## src/rtl/bg_scale_mapper.sv

```systemverilog
// ---------------------------------------------------------------------------
// bg_scale_mapper
//
// Maps the VGA raster position (DrawX, DrawY) onto a smaller source image
// held in an external ROM, scaling it up to fill the visible screen, and
// registers the palette colour of the selected texel.
//
// Source coordinates are src_x = floor(DrawX*SRC_W/SCR_W) and
// src_y = floor(DrawY*SRC_H/SCR_H). They are tracked with remainder
// accumulators that use only add, subtract and compare. The image is assumed
// to be no larger than the screen (SRC_W <= SCR_W, SRC_H <= SCR_H), so a
// source coordinate steps by at most one per pixel or per line.
//
// Pipeline (latency 3 from DrawX/DrawY to colour):
//   stage 1: rom_addr = row_base + src_x, registered
//   stage 2: external ROM read (rom_q), passed straight to pal_index
//   stage 3: pal_red/green/blue registered into red/green/blue
// Blank, in-range and sync-valid travel alongside the address. The colour is
// forced to black unless all three are set.
//
// Optional feature: define BG_SCROLL_EN to add input scroll_x. It is a
// horizontal scroll with wrap. scroll_x is sampled only at frame start, and
// values >= SRC_W are ignored.
//
// Ports:
//   vga_clk            pixel clock, all state on its rising edge
//   reset_n            asynchronous active-low reset
//   DrawX, DrawY       current pixel column / row
//   blank              display enable, 1 = visible
//   scroll_x           (BG_SCROLL_EN only) horizontal scroll in source pixels
//   rom_addr           registered image ROM address
//   rom_q              ROM data, valid one cycle after rom_addr
//   pal_index          palette index (rom_q passed through)
//   pal_red/green/blue combinational palette result for pal_index
//   red/green/blue     registered pixel colour
// ---------------------------------------------------------------------------
module bg_scale_mapper #(
    parameter int SRC_W  = 105,
    parameter int SRC_H  = 117,
    parameter int SCR_W  = 640,
    parameter int SCR_H  = 480,
    parameter int ADDR_W = 15,
    parameter int IDX_W  = 4,
    parameter int COL_W  = 4
) (
    input  logic              vga_clk,
    input  logic              reset_n,
    input  logic [9:0]        DrawX,
    input  logic [9:0]        DrawY,
    input  logic              blank,
`ifdef BG_SCROLL_EN
    input  logic [ADDR_W-1:0] scroll_x,
`endif
    output logic [ADDR_W-1:0] rom_addr,
    input  logic [IDX_W-1:0]  rom_q,
    output logic [IDX_W-1:0]  pal_index,
    input  logic [COL_W-1:0]  pal_red,
    input  logic [COL_W-1:0]  pal_green,
    input  logic [COL_W-1:0]  pal_blue,
    output logic [COL_W-1:0]  red,
    output logic [COL_W-1:0]  green,
    output logic [COL_W-1:0]  blue
);

    // The remainders stay below SCR_* but briefly reach SCR_* + SRC_* before
    // the compare.
    localparam int RXW = $clog2(SCR_W + SRC_W + 1);
    localparam int RYW = $clog2(SCR_H + SRC_H + 1);

    localparam logic [RXW-1:0]    C_SRC_W_RX = RXW'(SRC_W);
    localparam logic [RXW-1:0]    C_SCR_W_RX = RXW'(SCR_W);
    localparam logic [RYW-1:0]    C_SRC_H_RY = RYW'(SRC_H);
    localparam logic [RYW-1:0]    C_SCR_H_RY = RYW'(SCR_H);
    localparam logic [ADDR_W-1:0] C_SRC_W_A  = ADDR_W'(SRC_W);
    localparam logic [ADDR_W-1:0] C_X_MAX    = ADDR_W'(SRC_W - 1);
    localparam logic [ADDR_W-1:0] C_Y_MAX    = ADDR_W'(SRC_H - 1);
    localparam logic [10:0]       C_SCR_W_D  = 11'(SCR_W);
    localparam logic [10:0]       C_SCR_H_D  = 11'(SCR_H);

    // Accumulator state. It holds the values that belong to the previous
    // pixel or line.
    logic [9:0]        r_prev_x;
    logic              r_x_ok;        // line started at DrawX==0 and has stayed sequential
    logic [ADDR_W-1:0] r_sx;
    logic [RXW-1:0]    r_rx;
    logic [ADDR_W-1:0] r_sy;
    logic [RYW-1:0]    r_ry;
    logic [ADDR_W-1:0] r_base;        // r_sy * SRC_W, kept as a running sum
    logic              r_sync_valid;
    logic [2:0]        r_flags_s1;    // {sync, in_range, blank}
    logic [2:0]        r_flags_s2;

    logic              w_frame_start;
    logic              w_line_start;
    logic              w_seq;
    logic [RXW-1:0]    w_rx_sum;
    logic [RXW-1:0]    w_rx;
    logic [ADDR_W-1:0] w_sx;
    logic              w_x_ok;
    logic [RYW-1:0]    w_ry_sum;
    logic [RYW-1:0]    w_ry;
    logic [ADDR_W-1:0] w_sy;
    logic [ADDR_W-1:0] w_base;
    logic [ADDR_W-1:0] w_sx_eff;
    logic              w_in_range;
    logic [2:0]        w_flags_s1;

`ifdef BG_SCROLL_EN
    logic [ADDR_W-1:0] r_scroll;
    logic [ADDR_W-1:0] w_scroll;
    logic [ADDR_W:0]   w_sx_sum;
`endif

    assign pal_index = rom_q;

    always_comb begin
        w_frame_start = (DrawX == 10'd0) && (DrawY == 10'd0);
        w_line_start  = (DrawX == 10'd0);
        w_seq         = (DrawX == r_prev_x + 10'd1);

        // Column: the remainder grows by SRC_W per pixel. Each wrap past
        // SCR_W is one source-column step. src_x saturates at the last column.
        w_rx_sum = r_rx + C_SRC_W_RX;
        w_rx     = r_rx;
        w_sx     = r_sx;
        w_x_ok   = 1'b0;
        if (w_line_start) begin
            w_rx   = '0;
            w_sx   = '0;
            w_x_ok = 1'b1;
        end else if (r_x_ok && w_seq) begin
            w_x_ok = 1'b1;
            if (w_rx_sum >= C_SCR_W_RX) begin
                w_rx = w_rx_sum - C_SCR_W_RX;
                if (r_sx != C_X_MAX) begin
                    w_sx = r_sx + 1'b1;
                end
            end else begin
                w_rx = w_rx_sum;
            end
        end

        // Row: same scheme, stepped once per line on DrawX==0. The row base
        // moves with src_y, so no multiply is needed for the address.
        w_ry_sum = r_ry + C_SRC_H_RY;
        w_ry     = r_ry;
        w_sy     = r_sy;
        w_base   = r_base;
        if (w_frame_start) begin
            w_ry   = '0;
            w_sy   = '0;
            w_base = '0;
        end else if (w_line_start) begin
            if (w_ry_sum >= C_SCR_H_RY) begin
                w_ry = w_ry_sum - C_SCR_H_RY;
                if (r_sy != C_Y_MAX) begin
                    w_sy   = r_sy + 1'b1;
                    w_base = r_base + C_SRC_W_A;
                end
            end else begin
                w_ry = w_ry_sum;
            end
        end

`ifdef BG_SCROLL_EN
        // The new scroll value applies from the frame-start pixel itself.
        w_scroll = r_scroll;
        if (w_frame_start && (scroll_x < C_SRC_W_A)) begin
            w_scroll = scroll_x;
        end
        w_sx_sum = {1'b0, w_sx} + {1'b0, w_scroll};
        if (w_sx_sum >= {1'b0, C_SRC_W_A}) begin
            w_sx_sum = w_sx_sum - {1'b0, C_SRC_W_A};
        end
        w_sx_eff = w_sx_sum[ADDR_W-1:0];
`else
        w_sx_eff = w_sx;
`endif

        // A broken column sequence counts as out of range, so the rest of the
        // line is black.
        w_in_range = ({1'b0, DrawX} < C_SCR_W_D) && ({1'b0, DrawY} < C_SCR_H_D) && w_x_ok;
        w_flags_s1 = {r_sync_valid | w_frame_start, w_in_range, blank};
    end

    always_ff @(posedge vga_clk or negedge reset_n) begin
        if (!reset_n) begin
            r_prev_x     <= '0;
            r_x_ok       <= 1'b0;
            r_sx         <= '0;
            r_rx         <= '0;
            r_sy         <= '0;
            r_ry         <= '0;
            r_base       <= '0;
            r_sync_valid <= 1'b0;
            r_flags_s1   <= '0;
            r_flags_s2   <= '0;
            rom_addr     <= '0;
            red          <= '0;
            green        <= '0;
            blue         <= '0;
`ifdef BG_SCROLL_EN
            r_scroll     <= '0;
`endif
        end else begin
            r_prev_x     <= DrawX;
            r_x_ok       <= w_x_ok;
            r_sx         <= w_sx;
            r_rx         <= w_rx;
            r_sy         <= w_sy;
            r_ry         <= w_ry;
            r_base       <= w_base;
            r_sync_valid <= r_sync_valid | w_frame_start;
            rom_addr     <= w_base + w_sx_eff;                  // stage 1
            r_flags_s1   <= w_flags_s1;
            r_flags_s2   <= r_flags_s1;                         // stage 2 (ROM read)
            if (&r_flags_s2) begin                              // stage 3
                red   <= pal_red;
                green <= pal_green;
                blue  <= pal_blue;
            end else begin
                red   <= '0;
                green <= '0;
                blue  <= '0;
            end
`ifdef BG_SCROLL_EN
            r_scroll     <= w_scroll;
`endif
        end
    end

endmodule

```

## config.mk

```make
export PLATFORM = sky130hd
export DESIGN_NAME = bg_scale_mapper
export DESIGN_NICKNAME = d
export VERILOG_FILES = /design/src/rtl/bg_scale_mapper.sv
export SDC_FILE = /design/constraint.sdc
export NUM_CORES = 1
export LEC_CHECK = 0
export ABC_AREA = 0
export BUFFER_PORTS_ARGS = -buffer_cell sky130_fd_sc_hd__buf_2
export CAP_MARGIN = 40
export CORE_MARGIN = 1.5
export CORE_UTILIZATION = 50
export CTS_CLUSTER_DIAMETER = 60
export DETAILED_ROUTE_END_ITERATION = 8
export GPL_TIMING_DRIVEN = 0
export PLACE_DENSITY = 0.76
export REMOVE_ABC_BUFFERS = 1
export SLEW_MARGIN = 20
export SYNTH_ARGS = -nofsm -noshare
export SYNTH_HDL_FRONTEND = slang
export SYNTH_SLANG_ARGS = --single-unit
```

## constraint.sdc

```tcl
create_clock -name vga_clk -period 5.94 [get_ports vga_clk]
set_clock_uncertainty 0.1 [all_clocks]
set_input_delay 0.594 -clock vga_clk [delete_from_list [all_inputs] [get_ports vga_clk]]
set_output_delay 0.594 -clock vga_clk [all_outputs]
set_load 0.05 [all_outputs]
```

Yosys cells after proc, flatten, opt, wreduce, memory -nomap -nowiden
Cells that the tools add are included.
Widths: inputs -> output; s select.
{"block": "op_classes", "order_cmp": 4, "addsub": 9, "mux": 23, "reduce_logical": 12, "n_eq_ne": 3, "bitwise": 1}
{"cell": "$mux 15", "count": 12}
{"cell": "$mux 10", "count": 6}
{"cell": "$add 15x1->15 const B", "count": 2}
{"cell": "$ne 15x7->1 const B", "count": 2}
{"cell": "$add 10x7->10 const B", "count": 2}
{"cell": "$logic_not 10->1", "count": 2}
{"cell": "$add 15x15->15", "count": 1}
{"cell": "$add 15x7->15 const B", "count": 1}
{"cell": "$mux 4", "count": 3}
{"cell": "$add 10x1->10 const B", "count": 1}
{"cell": "$eq 10x10->1", "count": 1}
{"cell": "$ge 10x10->1 const B", "count": 1}
{"cell": "$ge 10x9->1 const B", "count": 1}
{"cell": "$lt 10x10->1 const B", "count": 1}
{"cell": "$lt 10x9->1 const B", "count": 1}
{"cell": "$sub 10x10->10 const B", "count": 1}
{"cell": "$sub 10x9->10 const B", "count": 1}
{"cell": "$reduce_bool 2->1", "count": 4}
{"cell": "$reduce_and 3->1", "count": 2}
{"cell": "$logic_and 1x1->1", "count": 4}
{"cell": "$mux 1", "count": 2}
{"cell": "$or 1x1->1", "count": 1}
{"block": "word_totals", "ff_bits": 110, "output_inout_bits": 31, "in_bits": 39, "wordCells": 66}

Depth between registers and ports, before layout
{"block": "logic_depth", "word_depth": 6, "depth_mapped": 20, "depth_no_buf": 19}

Least setup slack after synthesis
OpenSTA, ideal clock, no wires.
{"block": "synth_path", "kind": "input-to-reg", "startpoint": "in DrawX[9]", "endpoint": "reg rom_addr[14]", "arrival_ns": 4.765, "n_path_buf": 1, "setup_time_ns": 0.134, "required_time_ns": 5.706, "slack_ns": 0.941, "path_stages": 19, "path_cell_list": "xnor2_1 o21ai_0 a21o_1 a31o_2 nor4_2 clkbuf_1 nand2_1 xnor2_1 nor2_1 ha_1 fa_1 a21oi_1 o21ai_0 a2111oi_0 o41ai_1 a21oi_1 o21ai_0 a21oi_1 xnor3_1"}
{"block": "synth_between", "elab_chain_len": 5, "elab_cells_between_ends": 9, "classes_between": "add/sub (1); eq/ne (1); mux (4); reduce/logical (3)"}
{"item": "start, declared", "line": "48", "text": "input logic [9:0] DrawX,"}
{"item": "$eq 10x10->1", "line": "119", "text": "w_seq = (DrawX == r_prev_x + 10'd1);"}
{"item": "$logic_and 1x1->1", "line": "131", "text": "end else if (r_x_ok && w_seq) begin"}
{"item": "$mux 15", "line": "131"}
{"item": "$mux 15 (*)", "line": "127", "text": "if (w_line_start) begin"}
{"item": "via w_sx[0]", "line": "98", "text": "logic [ADDR_W-1:0] w_sx;"}
{"item": "$add 15x15->15 (*)", "line": "214", "text": "rom_addr <= w_base + w_sx_eff;"}
{"item": "end signal, assigned", "line": "214"}
{"item": "end, declared", "line": "54", "text": "output logic [ADDR_W-1:0] rom_addr,"}
Mark *: on every way through the listed nets, which the timed path passes. The rest lies on a longest branch.
A chain may end at the register's enable or synchronous reset.

Final worst setup path
{"block": "layout_path", "startpoint": "reg r_prev_x[0]", "endpoint": "reg rom_addr[14]"}
{"block": "layout_between", "elab_chain_len": 6}
{"item": "start, declared", "line": "82", "text": "logic [9:0] r_prev_x;"}
{"item": "start signal, assigned", "line": "206", "text": "r_prev_x <= DrawX;"}
{"item": "$add 10x1->10", "line": "119"}
{"item": "$eq 10x10->1", "line": "119"}
{"item": "$logic_and 1x1->1", "line": "131"}
{"item": "$mux 15", "line": "131"}
{"item": "$mux 15", "line": "127"}
{"item": "via w_sx[0]", "line": "98"}
{"item": "$add 15x15->15", "line": "214"}
The timed path passes the listed nets, and every way through them passes these cells.

==> flow_metrics.env <==
export IMPL_outcome="finished, final reports clean"
export IMPL_gr_usage_all_layers_pct=20.19
export IMPL_grt_pass1_wl_um=20690
export IMPL_portBuffers=61
export IMPL_die_h_um=111.6
export IMPL_pin_count=70
export IMPL_pwr_share_clk_pct=41.3
export IMPL_cp_required_ps=6070
export IMPL_antenna_found_initial=0
export IMPL_fin_crit_ps=5456
export IMPL_dp_cells=795
export IMPL_hp_class="in2async"
export IMPL_setup_violations_final=0
export IMPL_clk_latency_ps=350
export IMPL_ys_seq_area_share_pct=46.26
export IMPL_worstSetupStartpointType="register"
export IMPL_ys_seq_elements=109
export IMPL_ant_nets=0
export IMPL_synthArstFlopShare_pct=100.0
export IMPL_layoutNonFillerInstCount=818
export IMPL_first_iter_violations=340
export IMPL_crit_arrival_ps=5590
export IMPL_worst_pin_slew_ps=757.2
export IMPL_syn_inst=608
export IMPL_syn_area_per_cell_um2=9.699
export IMPL_leakage_nw=3.247
export IMPL_postLayoutCoreUtil_pct=58.45
export IMPL_grt_max_degree=68
export IMPL_fp_dieArea_um2=12450
export IMPL_seqPwrFrac_pct=54.1
export IMPL_ir_drop_mv=0.2827
export IMPL_combPwrFrac_pct=4.6
export IMPL_cts_sinks=109
export IMPL_drv_cap=0
export IMPL_first_pass_iters=6
export IMPL_max_freq_ghz=0.1833
export IMPL_hold_viol=0
export IMPL_maxSlewViolCount=0
export IMPL_drive_above_1_share_pct=14.96
export IMPL_wl_per_cell_um=14.71
export IMPL_gp_congestion=0.8745
export IMPL_worstSetupPathType="reg2reg"
export IMPL_viasPerCell=5.650
export IMPL_grt_pass1_vias=4562
export IMPL_crit_path_end_kind="register"
export IMPL_die_x_um=111.6
export IMPL_core_area_um2=11470
export IMPL_path_clk_slew_ps=70
export IMPL_synth_cell_types=61
export IMPL_wl_um=12030
export IMPL_drc=0
export IMPL_cts_tree="built"
export IMPL_netSwitchingFraction_pct=23.14
export IMPL_gr_total_overflow=0
export IMPL_initial_utilization_pct=51.42
export IMPL_dp_hpwl_um=8401
export IMPL_cts_made_buffers=9
export IMPL_finalNetCount=736
export IMPL_rsz0062_at_grt="false"
export IMPL_fin_tns_setup_ps=0
export IMPL_cell_internal_pwr_w=0.001074
export IMPL_relSlewSlack_pct=49.52
export IMPL_syn_cell_area_um2=5897
export IMPL_post_route_period_util_pct=91.85
export IMPL_via_count=4622
export IMPL_layout_area_overhead_vs_synth_pct=13.66
export IMPL_cts_root_buf="clkbuf_16"
export IMPL_power_density_nw_per_um2=208.5
export IMPL_cts_max_level=3
export IMPL_antenna_cells=0
export IMPL_cts_resized=0
export IMPL_synthFlopType="dfrtp_1"
export IMPL_yosys_warnings=0
export IMPL_clk_path_buf_depth=2
export IMPL_rows=39
export IMPL_synth_edff_count=0
export IMPL_crit_fanout=16
export IMPL_power_switching_w=0.0003234
[cells in the final DEF, fill, tap and decap left out, types with 3 or more instances in the layout]
| cell | instances |
|---|---|
| a21o_1 | 5 |
| ha_1 | 26 |
| nor2_1 | 79 |
| clkbuf_16 | 9 |
| o21ai_0 | 32 |
| nand4b_1 | 3 |
| or3_1 | 6 |
| buf_2 | 60 |
| a21oi_1 | 19 |
| mux2i_1 | 6 |
| and4_1 | 5 |
| nor4_1 | 9 |
| o21a_1 | 6 |
| nand4_1 | 16 |
| and3_1 | 12 |
| inv_1 | 18 |
| nand2_1 | 45 |
| or2_2 | 4 |
| xnor2_1 | 40 |
| nand3_1 | 19 |
| and2_1 | 18 |
| buf_4 | 8 |
| a31oi_1 | 7 |
| nor2b_1 | 4 |
| a21oi_2 | 3 |
| o31ai_1 | 6 |
| xor2_1 | 32 |
| nand2b_1 | 3 |
| dfrtp_1 | 109 |
| nor3_1 | 12 |
[final cells by class]
class                      instances  area, µm²
multi-input combinational        460       3017
sequential                       109       2728
tap                              143      178.9
fill                             939       4765
clock buffer                      11      242.7
clock inverter                     5      43.79
timing repair buffer              72      425.4
inverter                          18      67.56
[registers in the layout, summed over array words and instances, names as in the netlist, 3 cells and up]
| name | count |
|---|---|
| r_sy | 15 |
| r_prev_x | 10 |
| blue | 4 |
| r_sx | 15 |
| r_base | 15 |
| green | 4 |
| rom_addr | 15 |
| r_flags_s1 | 3 |
| r_flags_s2 | 3 |
| r_rx | 10 |
| r_ry | 10 |
| red | 4 |
[final timing paths]
kind                                          from                       to  slack [ps]  cells past startpoint
setup reg to reg             r_prev_x[0]$_DFF_PN0_   rom_addr[14]$_DFF_PN0_         480                     20
min in group vga_clk                         blank  r_flags_s1[0]$_DFF_PN0_         250                      1
hold / removal                             reset_n    r_prev_x[5]$_DFF_PN0_          40                      1
setup / recovery             r_prev_x[0]$_DFF_PN0_   rom_addr[14]$_DFF_PN0_         480                     20
hold reg to reg            r_flags_s1[1]$_DFF_PN0_  r_flags_s2[1]$_DFF_PN0_         250                      0
max in group asynchronous                  reset_n      r_base[6]$_DFF_PN0_        5040                      2
[kinds of logic (layout without fill, tap and decap cells)]
logic type / Yosys count / count (layout) / share of synthesized area, %
flops: 109 / 109 / 46.26
compound gates: 108 / 108 / 12.03
buf+inv: 39 / 106 / 2.779
xor+xnor: 73 / 73 / 11.08
simple gates: 246 / 246 / 20.98
mux: 6 / 6 / 1.019
fa+ha+maj: 27 / 27 / 5.856
[per-layer routing]
| metal | GRT usage (%) | up-vias | routed length (µm) |
|---|---|---|---|
| li1 | - | 2252 | - |
| met1 | 26.17 | 2186 | 5512 |
| met2 | 33.62 | 160 | 5625 |
| met3 | 4.790 | 24 | 684 |
| met4 | 6.582 | 0 | 209 |
| met5 | 0 | - | 0 |
[cell usage after synthesis (7+ instances only)]
library cell | instances | area, µm²
a21oi_1 | 19 | 95.09
a31oi_1 | 7 | 43.79
and2_1 | 18 | 112.6
and3_1 | 12 | 75.07
clkbuf_1 | 15 | 56.30
dfrtp_1 | 109 | 2728
ha_1 | 26 | 325.3
inv_1 | 18 | 67.56
nand2_1 | 45 | 168.9
nand3_1 | 19 | 95.09
nand4_1 | 16 | 100.1
nor2_1 | 80 | 300.3
nor3_1 | 12 | 60.06
nor4_1 | 9 | 56.30
o21ai_0 | 32 | 160.2
xnor2_1 | 40 | 350.3
xor2_1 | 32 | 280.3
[critical path: stages (launching register included)]
cell       delay, ps
dfrtp_1          440
ha_1             260
nand3_1          230
o21ai_0          250
a31oi_1          120
a31o_2           260
nor4_4           380
buf_4            280
nand2_1          110
xnor2_1          150
nor2_1            80
ha_1             270
fa_1             410
a21oi_1          210
o21ai_0          140
a2111oi_0        580
o41ai_1          180
a21oi_1          310
o21ai_0          160
a21oi_1          190
xnor3_1          230
[through the flow]
| stage | hold WS [ps] | setup slack (ps) | instance area [µm²] | total power [W] |
|---|---|---|---|---|
| finish | 43.74 | 483.9 | 6703 | 0.001397 |
| detailed placement | 244.9 | 50.33 | 6364 | 0.0008336 |
| global placement | 240.4 | -631.0 | 6285 | 0.0008273 |
| global route | 77.73 | 148.5 | 6703 | 0.001448 |
| floorplan | 198.4 | 764.2 | 5801 | 0.0007946 |
| CTS | 62.90 | 374.0 | 6650 | 0.001411 |
[power groups by stage]
stage               combinational (W)  clock, W  sequential (W)
floorplan                   0.0000250         0        0.000770
global placement            0.0000577         0        0.000770
detailed placement          0.0000638         0        0.000770
CTS                         0.0000646  0.000591        0.000756
global route                0.0000725  0.000619        0.000756
finish                      0.0000636  0.000578        0.000756
[timing repair]
action	4_1_cts	5_1_grt
endpoints found under the setup margin	0	1
buffers inserted	0	7
hold buffers	0	0
Note: power is estimated with default switching activity, not from simulation.
